## config.mk

```make
export PLATFORM = sky130hd
export DESIGN_NAME = panel_sequencer
export DESIGN_NICKNAME = d
export VERILOG_FILES = /design/src/rtl/panel_sequencer.sv
export SDC_FILE = /design/constraint.sdc
export NUM_CORES = 1
export LEC_CHECK = 0
export ABC_AREA = 1
export CAP_MARGIN = 0
export CORE_MARGIN = 10
export CORE_UTILIZATION = 30
export DETAILED_ROUTE_END_ITERATION = 10
export PLACE_DENSITY_LB_ADDON = 0.2
export SETUP_SLACK_MARGIN = 0.02
export SLEW_MARGIN = 20
export SYNTH_ARGS = -nofsm -noshare
export SYNTH_HDL_FRONTEND = slang
export SYNTH_SLANG_ARGS = --single-unit
```

## constraint.sdc

```tcl
create_clock -name clk -period 4.1 [get_ports clk]
set_clock_uncertainty 0.1 [all_clocks]
set_input_delay 1.23 -clock clk [delete_from_list [all_inputs] [get_ports clk]]
set_output_delay 1.23 -clock clk [all_outputs]
set_load 0.005 [all_outputs]
```

## src/rtl/panel_sequencer.sv

```systemverilog
// Front-panel command sequencer: decodes debounced panel strobes in HALT and executes
// LOAD ADD / EXTD ADDR LOAD / DEP / EXAM / CLEAR / CONT against a req/ack memory port.
//
//  state    | meaning
//  ---------+------------------------------------------------------------
//  S_IDLE   | waiting for a triggerd rising edge while CPU is halted
//  S_DECODE | command latched; register-only commands act here
//  S_MEM_RD | EXAM read in flight, waiting for mem_ack or timeout
//  S_MEM_WR | DEP write in flight, waiting for mem_ack or timeout
//  S_INC    | post-access cpma increment (12-bit wrap, ifr untouched)
//  S_DONE   | one cycle of settle before returning to IDLE
module panel_sequencer #(
    parameter logic [4:0] HALT_STATE  = 5'h00,
    parameter int         ACK_TIMEOUT = 15
) (
    input  logic        clk,
    input  logic        reset,
    input  logic [4:0]  state,
    input  logic        triggerd,
    input  logic        cleard,
    input  logic        extd_addrd,
    input  logic        addr_loadd,
    input  logic        depd,
    input  logic        examd,
    input  logic        contd,
    input  logic [11:0] sr,
    input  logic [11:0] mem_rdata,
    input  logic        mem_ack,
    output logic        mem_req,
    output logic        mem_we,
    output logic [14:0] mem_addr,
    output logic [11:0] mem_wdata,
    output logic [11:0] cpma,
    output logic [2:0]  ifr,
    output logic [2:0]  dfr,
    output logic [11:0] mb,
    output logic        cpu_clear,
    output logic        cpu_run,
    output logic        busy,
    output logic        mem_err
);

    typedef enum logic [2:0] {
        S_IDLE, S_DECODE, S_MEM_RD, S_MEM_WR, S_INC, S_DONE
    } fsm_t;

    typedef enum logic [2:0] {
        C_NONE, C_CLEAR, C_EXTD, C_LOAD, C_DEP, C_EXAM, C_CONT
    } cmd_t;

    // Down-counter loaded in DECODE; terminal count 0 marks the last allowed wait cycle.
    localparam logic [3:0] TMO_LOAD = 4'(ACK_TIMEOUT - 1);

    fsm_t        fsm_q, fsm_d;
    cmd_t        cmd_q, cmd_d;
    logic        trig_q, trig_d;
    logic [11:0] sr_q, sr_d;
    logic [11:0] cpma_q, cpma_d;
    logic [2:0]  ifr_q, ifr_d;
    logic [2:0]  dfr_q, dfr_d;
    logic [11:0] mb_q, mb_d;
    logic [3:0]  tmo_q, tmo_d;
    logic        mem_err_q, mem_err_d;
    logic        accept;

    always_ff @(posedge clk or negedge reset) begin
        if (!reset) begin
            fsm_q     <= S_IDLE;
            cmd_q     <= C_NONE;
            trig_q    <= 1'b0;
            sr_q      <= '0;
            cpma_q    <= '0;
            ifr_q     <= '0;
            dfr_q     <= '0;
            mb_q      <= '0;
            tmo_q     <= '0;
            mem_err_q <= 1'b0;
        end else begin
            fsm_q     <= fsm_d;
            cmd_q     <= cmd_d;
            trig_q    <= trig_d;
            sr_q      <= sr_d;
            cpma_q    <= cpma_d;
            ifr_q     <= ifr_d;
            dfr_q     <= dfr_d;
            mb_q      <= mb_d;
            tmo_q     <= tmo_d;
            mem_err_q <= mem_err_d;
        end
    end

    assign accept = triggerd && !trig_q && (fsm_q == S_IDLE) && (state == HALT_STATE);

    always_comb begin
        fsm_d     = fsm_q;
        cmd_d     = cmd_q;
        trig_d    = triggerd;
        sr_d      = sr_q;
        cpma_d    = cpma_q;
        ifr_d     = ifr_q;
        dfr_d     = dfr_q;
        mb_d      = mb_q;
        tmo_d     = tmo_q;
        mem_err_d = mem_err_q;
        cpu_clear = 1'b0;
        cpu_run   = 1'b0;

        case (fsm_q)
            S_IDLE: begin
                if (accept) begin
                    fsm_d     = S_DECODE;
                    sr_d      = sr;
                    mem_err_d = 1'b0;
                    if (cleard)          cmd_d = C_CLEAR;
                    else if (extd_addrd) cmd_d = C_EXTD;
                    else if (addr_loadd) cmd_d = C_LOAD;
                    else if (depd)       cmd_d = C_DEP;
                    else if (examd)      cmd_d = C_EXAM;
                    else if (contd)      cmd_d = C_CONT;
                    else                 cmd_d = C_NONE;
                end
            end
            S_DECODE: begin
                tmo_d = TMO_LOAD;
                fsm_d = S_DONE;
                case (cmd_q)
                    C_CLEAR: cpu_clear = 1'b1;
                    C_EXTD: begin
                        ifr_d = sr_q[5:3];
                        dfr_d = sr_q[2:0];
                    end
                    C_LOAD:  cpma_d = sr_q;
                    C_DEP:   fsm_d = S_MEM_WR;
                    C_EXAM:  fsm_d = S_MEM_RD;
                    C_CONT:  cpu_run = 1'b1;
                    default: fsm_d = S_DONE;
                endcase
            end
            S_MEM_RD, S_MEM_WR: begin
                // An ack on the terminal-count cycle still completes normally.
                if (mem_ack) begin
                    mb_d  = (fsm_q == S_MEM_WR) ? sr_q : mem_rdata;
                    fsm_d = S_INC;
                    tmo_d = '0;
                end else if (tmo_q == 4'd0) begin
                    mem_err_d = 1'b1;
                    fsm_d     = S_DONE;
                end else begin
                    tmo_d = tmo_q - 4'd1;
                end
            end
            S_INC: begin
                cpma_d = cpma_q + 12'd1;
                fsm_d  = S_DONE;
            end
            S_DONE:  fsm_d = S_IDLE;
            default: fsm_d = S_IDLE;
        endcase
    end

    assign mem_req   = (fsm_q == S_MEM_RD) || (fsm_q == S_MEM_WR);
    assign mem_we    = (fsm_q == S_MEM_WR);
    assign mem_addr  = {ifr_q, cpma_q};
    assign mem_wdata = sr_q;
    assign cpma      = cpma_q;
    assign ifr       = ifr_q;
    assign dfr       = dfr_q;
    assign mb        = mb_q;
    assign busy      = (fsm_q != S_IDLE);
    assign mem_err   = mem_err_q;

endmodule

```

; ---- Word-level counts from Yosys, hierarchy flattened
; Cells that the tools add are included.
[word_totals]
ff_bits = 54
inputBits = 39
out_inout_bits = 63
elab_cells = 73
[classes]
addsub = 2
n_eq_ne = 16
mux = 25
reduce_logical = 20
[op_table]
columns = cell, count
row1 = 3-bit 2-to-1 mux, 9
row2 = 12-bit 2-to-1 mux, 2
row3 = 12-bit case mux with 2 select lines, 1
row4 = 12-bit by 1-bit adder with 12-bit output (second input constant), 1
row5 = 3-bit by 2-bit equality test with 1-bit output (second input constant), 4
row6 = 3-bit equality test (second input constant), 4
row7 = 3-bit case mux with 4 select lines, 1
row8 = 2-bit AND reduction, 6
row9 = 4-bit 2-to-1 mux, 2
row10 = 4-bit case mux with 2 select lines, 1
row11 = 1-bit 2-to-1 mux, 7
row12 = 3-bit by 1-bit equality test with 1-bit output (second input constant), 2
row13 = 2-bit != test (second input constant), 3
row14 = 3-bit != test (second input constant), 2
row15 = 3-bit case mux with 2 select lines, 1
row16 = 2-bit nonzero test, 3
row17 = 5-bit zero test, 1
row18 = 4-bit zero test, 1
row19 = 4-bit AND reduction, 1
row20 = 4-bit by 1-bit subtractor with 4-bit output (second input constant), 1
row21 = 1-bit logical AND, 3
row22 = 3-bit zero test, 1
row23 = 3-bit nonzero test, 1
row24 = 2-bit by 1-bit != test with 1-bit output (second input constant), 1
row25 = 4 further kinds, 4

; ---- Longest topological paths before layout
; Gate-level depths: netlist (run 1).
[depth]
word_depth = 6
depth_mapped = 10
depth_no_buf = 9

; ---- Worst setup path after synthesis (run 1)
; OpenSTA, ideal clock, no wires.
[synth_path]
kind = reg2out
startpoint = reg fsm_q[2]
endpoint = out cpu_clear
arrival_time_ns = 1.013
setup_slack_ns = 1.757
path_stages_with_launch = 6
n_path_buf = 0
cell_sequence = dfrtp_1 inv_2 nand2_2 nor2_8 inv_1 nor4_1
[synth_via]
elab_chain_cells = 2
[synth_rtl]
columns = element, line
row1 = from (decl), 54  ; fsm_t fsm_q, fsm_d;
row2 = from (signal assigned), 79  ; fsm_q <= fsm_d;
row3 = 3-bit by 1-bit equality test with 1-bit output, 108  ; case (fsm_q)
row4 = 1-bit 2-to-1 mux, 108
row5 = to (decl), 37  ; output logic cpu_clear,
; No other way between the ends.

; ---- Worst setup path in the final report (run 1)
; Same ends and word-level chain as after synthesis.

==> results of run 1 <==
## sequential cells by signal, indices dropped and copies added (netlist names)
register,cells
mem_err,1
fsm_q,3
mb,12
tmo_q,4
cpma,12
dfr,3
trig_q,1
cmd_q,3
ifr,3
mem_wdata,12
## critical path, delay by kind of cell, from the launching register on
family | cells | cell delay [ns]
buffers and inverters | 3 | 0.75
flip-flops | 1 | 0.46
AND/OR/NAND/NOR | 3 | 0.52
## metrics by stage
| step | power, uW | utilization (%) | worst slack [ns] | hold slack [ns] |
|---|---|---|---|---|
| 6_report | 1900 | 43.2 | 0.729 | 0.385 |
| 5_1_grt | 2070 | 43.2 | 0.510 | 0.402 |
| 4_1_cts | 1940 | 43.2 | 0.701 | 0.389 |
| 3_5_place_dp | 1560 | 42.0 | 1.06 | 0.366 |
| 3_3_place_gp | 1550 | 42.0 | 1.09 | 0.360 |
| 2_1_floorplan | 1200 | - | 1.76 | 0.365 |
## how the worst max path moves through the flow
stage	to	slack, ns	cells past startpoint	startpoint
6_report	cpu_clear	0.73	6	fsm_q[2]$_DFFE_PN0P_
5_1_grt	cpu_clear	0.51	5	fsm_q[0]$_DFFE_PN0P_
4_1_cts	cpu_clear	0.70	6	fsm_q[2]$_DFFE_PN0P_
3_5_place_dp	mem_wdata[11]$_DFFE_PN0P_	1.06	8	state[3]
3_3_place_gp	cpu_clear	1.09	6	fsm_q[2]$_DFFE_PN0P_
2_1_floorplan	cpu_clear	1.76	5	fsm_q[2]$_DFFE_PN0P_
## cells in the final DEF (no fill, tap or decap), types with 2 or more instances in the layout
master / n
nand3b_1: 4
o211ai_1: 4
ha_1: 3
a21oi_1: 2
or2_2: 2
xor2_1: 2
nor2_4: 2
nand3_1: 25
clkdlybuf4s50_1: 100
nor2_1: 35
inv_2: 4
nand2_2: 3
dfrtp_1: 54
inv_1: 36
inv_6: 3
nand4_1: 4
o21ai_0: 32
o21ai_1: 22
buf_4: 2
o21bai_1: 2
nand2_1: 109
clkbuf_8: 5
## per-layer routing
metal  share of wire, %  vias up  wire length [um]  global-route usage [%]
li1                   -     1383                 -                       -
met1                 46     1238              4030                    15.7
met2                 46       76              3990                    18.9
met3                7.1        2               612                    3.86
met4               0.37        0                32                    2.29
met5                  0        -                 0                       0
## cells by family (layout without fill, tap and decap cells)
| family | Yosys count | after routing | share of synthesized area (%) |
|---|---|---|---|
| compound gates | 66 | 66 | 12.2 |
| flops | 54 | 54 | 46.3 |
| buf+inv | 66 | 152 | 11.3 |
| fa+ha+maj | 3 | 3 | 1.28 |
| xor+xnor | 2 | 2 | 0.600 |
| simple gates | 189 | 189 | 28.4 |
## power by group through the flow
stage                     sequential (uW)  clock [uW]  combinational, uW
after floorplan                       761           0                437
after global placement                785           0                761
after detailed placement              788           0                771
after CTS                             779         386                773
after global routing                  801         409                857
final                                 776         373                755
## layout make-up
type / instances / area [um^2] / share of cell area, %
flip-flops and latches: 54 / 1350 / 33.4
multi-input cells: 260 / 1240 / 30.6
repair buffers: 103 / 1020 / 25.2
inverters: 41 / 159 / 3.92
clock inverters: 3 / 47.5 / 1.17
clock buffers: 5 / 68.8 / 1.70
well taps: 129 / 161 / 3.99
==> summary.txt, run 1 <==
Run status
  – Status: finished, final reports clean

Logic synthesis
  – Top-count cell post-synth: nand2_1
  – Post-synth EDFFs: 0
  – Synth Cell Area: 0.00292 mm^2
  – Top post-synthesis cells by area: dfrtp_1 46%, nand2_1 14%, o21ai_0 5.5%
  – Seq cells post-synth: 54
  – Post-synthesis cell type count: 32
  – Cells after synthesis: 380
  – Most common flop cell mapped by yosys: dfrtp_1
  – Syn Area/Cell: 7.69 um^2
  – Asr flop ratio synth: 100%
  – Synth area leader: dfrtp_1
  – Sequential area share after synthesis: 46.3%
  – Syn. warnings: 0
  – Yosys top cell area share: 46.3%
  – Syn_nets: 422
  – Most frequent cells after synthesis: 109 x nand2_1, 54 x dfrtp_1, 36 x inv_1, 35 x nor2_1, 32 x o21ai_0

CTS
  – Hold_buf cts: 0
  – Maximum clock path buffer count: 2
  – Clk slew on worst S/H paths: 0.10 ns
  – H-Tree Depth: 2
  – Post-CTS Repair Setup Buffers: 0
  – Clock Tree Root: clkbuf_8
  – CTS sink cnt: 54
  – CTS Buf Count: 5
  – Clock Latency Late Sink: 0.30 ns
  – Resized Gates After CTS: 0
  – Clock tree from TritonCTS: yes

Floorplan
  – Num ports: 102
  – Die width: 119 um
  – Die Y: 119 um
  – Total core area: 0.00937 mm^2
  – DIE AREA: 0.0141 mm^2
  – Standard-cell rows: 35
  – Initial cell density of the core: 31.2%

Detailed routing
  – Detailed Routing Iterations Pass 1: 6
  – Total wire length: 8660 um
  – DRT antenna net count: 0
  – Post-route DRC: 0
  – First DRT Iteration DRCs: 118
  – Vias/cell: 4.54
  – Vias: 2699
  – Drt wl/cell: 14.6 um

Min path
  – Endpoint of the worst hold path: dfr[1]$_DFFE_PN0P_
  – Worst hold stages: 2
  – Hold Crit Class: flip-flop to flip-flop
  – Worst hold start: dfr[1]$_DFFE_PN0P_

Power
  – Peak VDD IR: 0.154 mV
  – Logic pwr share: 39.7%
  – Net Sw Frac: 35.7%
  – Leak Pwr: 0.00177 uW
  – Reg power frac: 40.8%
  – Pint: 1220 uW
  – Pwr/cell area: 470 mW/mm^2
  – Switch Pwr: 680 uW
  – Clock share of power: 19.6%

Final layout
  – Final Instance Area: 0.00405 mm^2
  – Layout fillers: 986
  – Share of layout cells above drive strength 1: 5.79%
  – Non-Filler Instances: 595
  – # diodes: 0
  – Nets: 507
  – Area Growth Syn to Fin: 38.6%

Global routing
  – Grt ovf: 0
  – Gr usage total: 12.0%
  – Pin count of the biggest net entering global routing: 36
  – Antenna violations before repair: 0
  – First-pass GRT wire length: 14200 um
  – Vias in the first global route: 2734

Worst setup path
  – R2R Setup Slk: 2.18 ns
  – Crit path capture type: primary output
  – CP peak stage delay: 0.58 ns
  – Max FO, Critical Path: 10
  – Critical path class: flip-flop to primary output
  – Worst Setup Start Kind: flip-flop
  – Crit-path slowest cell: clkdlybuf4s50_1
  – Critical path, cell by cell: inv_2, nand2_2, nor2_8, inv_1, nor4_1, clkdlybuf4s50_1
  – Arrival time worst endpoint: 2.04 ns
  – R2R depth: 8
  – CP required: 2.77 ns
  – Worst r2r src: fsm_q[0]$_DFFE_PN0P_
  – Critical R2R Capture: cpma[9]$_DFFE_PN0P_

Run
  – Max-cap violations: 0

STA
  – Slew @ Worst Pin: 0.547 ns
  – Worst relative slew slack: 63.4%
  – RSZ-0062 raised after global routing: false
  – Final hold violation count: 0
  – Slew Limit Fails: 0
  – Setup violators final: 0
  – F_max: 297 MHz
  – Tmin final: 3.37 ns
  – Post-route setup TNS: 0 ns
  – Fin crit share: 82.2%

Placement
  – Post-DP HPWL: 6750 um
  – Gp weighted congestion: 0.805
  – Number of port buffers: 101
  – DP Cell Count: 587
  – Dpl cell area: 0.00393 mm^2
Note: power is estimated with default switching activity, not from simulation.
==> run 2, diff against run 1 <==
==> constraint.sdc (replaced) <==
create_clock -name clk -period 3 [get_ports clk]
set_clock_uncertainty 0.1 [all_clocks]
set_input_delay 0.9 -clock clk [delete_from_list [all_inputs] [get_ports clk]]
set_output_delay 0.9 -clock clk [all_outputs]
set_load 0.005 [all_outputs]
==> run 2 against run 1 <==
Effect of this change:
- via count grew 0.70%
- cell count grew 0.34%
- power grew 41%
- worst hold slack lost 0.0043 ns
- non-clock buffer count grew 2
- wire length grew 0.32%
- first-iteration DRC count grew 6.8%
- highest routed layer unchanged
- design area grew 1.4%
- clock-buffer cell count grew 1
- combinational power grew 38%
- register-to-register slack lost 1.1 ns
- worst setup slack lost 0.51 ns
- largest power group unchanged
==> summary.txt, run 2 (synthesized netlist as in run 1, its figures left out) <==
Floorplan
  – Num ports: 102
  – DIE AREA: 0.0141 mm^2
  – Initial cell density of the core: 31.2%
  – Die width: 119 um
  – Die Y: 119 um
  – Standard-cell rows: 35
  – Total core area: 0.00937 mm^2

CTS
  – Clock tree from TritonCTS: yes
  – H-Tree Depth: 2
  – CTS Buf Count: 5
  – Maximum clock path buffer count: 2
  – Clock Tree Root: clkbuf_8
  – Hold_buf cts: 0
  – Clk slew on worst S/H paths: 0.09 ns
  – CTS sink cnt: 54
  – Post-CTS Repair Setup Buffers: 0
  – Clock Latency Late Sink: 0.30 ns

Detailed routing
  – Detailed Routing Iterations Pass 1: 4
  – Post-route DRC: 0
  – First DRT Iteration DRCs: 126
  – Vias/cell: 4.55
  – Total wire length: 8690 um
  – Vias: 2718
  – DRT antenna net count: 0
  – Drt wl/cell: 14.6 um

Final layout
  – Area Growth Syn to Fin: 40.6%
  – Layout fillers: 976
  – Most common cell after layout, fill and taps aside: nand2_1
  – # diodes: 0
  – Non-Filler Instances: 597
  – Nets: 509
  – Share of layout cells above drive strength 1: 6.20%
  – Most frequent cells in the layout: 109 x nand2_1, 99 x clkdlybuf4s50_1, 54 x dfrtp_1
  – Final Instance Area: 0.00411 mm^2
  – Final Util: 43.8%

Global routing
  – Gr usage total: 12.1%
  – Vias in the first global route: 2763
  – Grt ovf: 0
  – Pin count of the biggest net entering global routing: 31
  – Antenna violations before repair: 0
  – First-pass GRT wire length: 14100 um

STA
  – Slew @ Worst Pin: 0.595 ns
  – Setup violators final: 0
  – F_max: 359 MHz
  – RSZ-0062 raised after global routing: false
  – Slew Limit Fails: 0
  – Worst relative slew slack: 60.3%
  – Post-route setup TNS: 0 ns
  – Fin crit share: 92.7%
  – Tmin final: 2.78 ns
  – Final hold violation count: 0

Worst setup path
  – Crit path capture type: primary output
  – Crit-path slowest cell: clkdlybuf4s50_1
  – Critical path class: flip-flop to primary output
  – Worst Setup Start Kind: flip-flop
  – CP peak stage delay: 0.53 ns
  – Max FO, Critical Path: 10
  – Critical path, cell by cell: inv_2, nand2_2, nor2_8, nand2_1, nor2_1, clkdlybuf4s50_1
  – CP required: 2.00 ns
  – Arrival time worst endpoint: 1.78 ns

Run
  – Max-cap violations: 0

Power
  – Peak VDD IR: 0.261 mV
  – Pwr/cell area: 655 mW/mm^2
  – Pwr Total: 2690 uW
  – Leak Pwr: 0.00182 uW

Run status
  – Status: finished, final reports clean

Min path
  – Hold Crit Class: flip-flop to flip-flop

Placement
  – Dpl cell area: 0.00396 mm^2
  – Number of port buffers: 101
  – Gp weighted congestion: 0.796
  – Post-DP HPWL: 6890 um
  – DP Cell Count: 589
[run 2: power by group]
group,switching [uW],internal (uW),total (uW)
logic,493,544,1040
registers,182,876,1060
clock network,236,356,592
total,911,1780,2690
[run 2: path summary, 6_finish.rpt]
check                                     startpoint             endpoint  slack (ns)  cells past startpoint
worst max-delay path            fsm_q[2]$_DFFE_PN0P_              cpu_run        0.22                      6
worst min-delay path              dfr[1]$_DFFE_PN0P_   dfr[1]$_DFFE_PN0P_        0.38                      2
worst max register to register  fsm_q[0]$_DFFE_PN0P_  cpma[9]$_DFFE_PN0P_        1.10                      8
worst min register to register    dfr[1]$_DFFE_PN0P_   dfr[1]$_DFFE_PN0P_        0.38                      2
max in group asynchronous                      reset  cpma[2]$_DFFE_PN0P_        1.74                      2
min in group asynchronous                      reset    mb[7]$_DFFE_PN0P_        0.48                      1
[run 2: area by class of cell]
type | instances | area [um^2] | share of cell area, %
flip-flops and latches | 54 | 1350 | 32.9
multi-input cells | 260 | 1240 | 30.2
repair buffers | 105 | 1050 | 25.6
well taps | 129 | 161 | 3.93
inverters | 41 | 159 | 3.87
clock buffers | 6 | 82.6 | 2.01
clock inverters | 2 | 60.1 | 1.46
[run 2: critical path: cells and delay by family (launching register included)]
| family | cells | cell delay, ns |
|---|---|---|
| buffers and inverters | 2 | 0.61 |
| flip-flops | 1 | 0.46 |
| AND/OR/NAND/NOR | 4 | 0.41 |
[run 2: through the flow]
step / setup slack, ns / hold slack (ns)
after floorplan: 0.987 / 0.365
after global placement: 0.422 / 0.367
after detailed placement: 0.413 / 0.367
after CTS: 0.0360 / 0.390
after global routing: 0.0704 / 0.412
final: 0.218 / 0.381
[run 2: metal layers]
metal  GRT usage [%]  vias to the layer above  routed length [um]
li1                -                     1381                   -
met1            14.5                     1266                4000
met2            20.2                       66                4060
met3            4.28                        5                 570
met4            2.75                        0                  61
met5               0                        -                   0
[run 2: repair_timing]
item                       CTS  global route
hold endpoints to repair     0             0
resized for setup            0             1
setup endpoints to repair    0             1
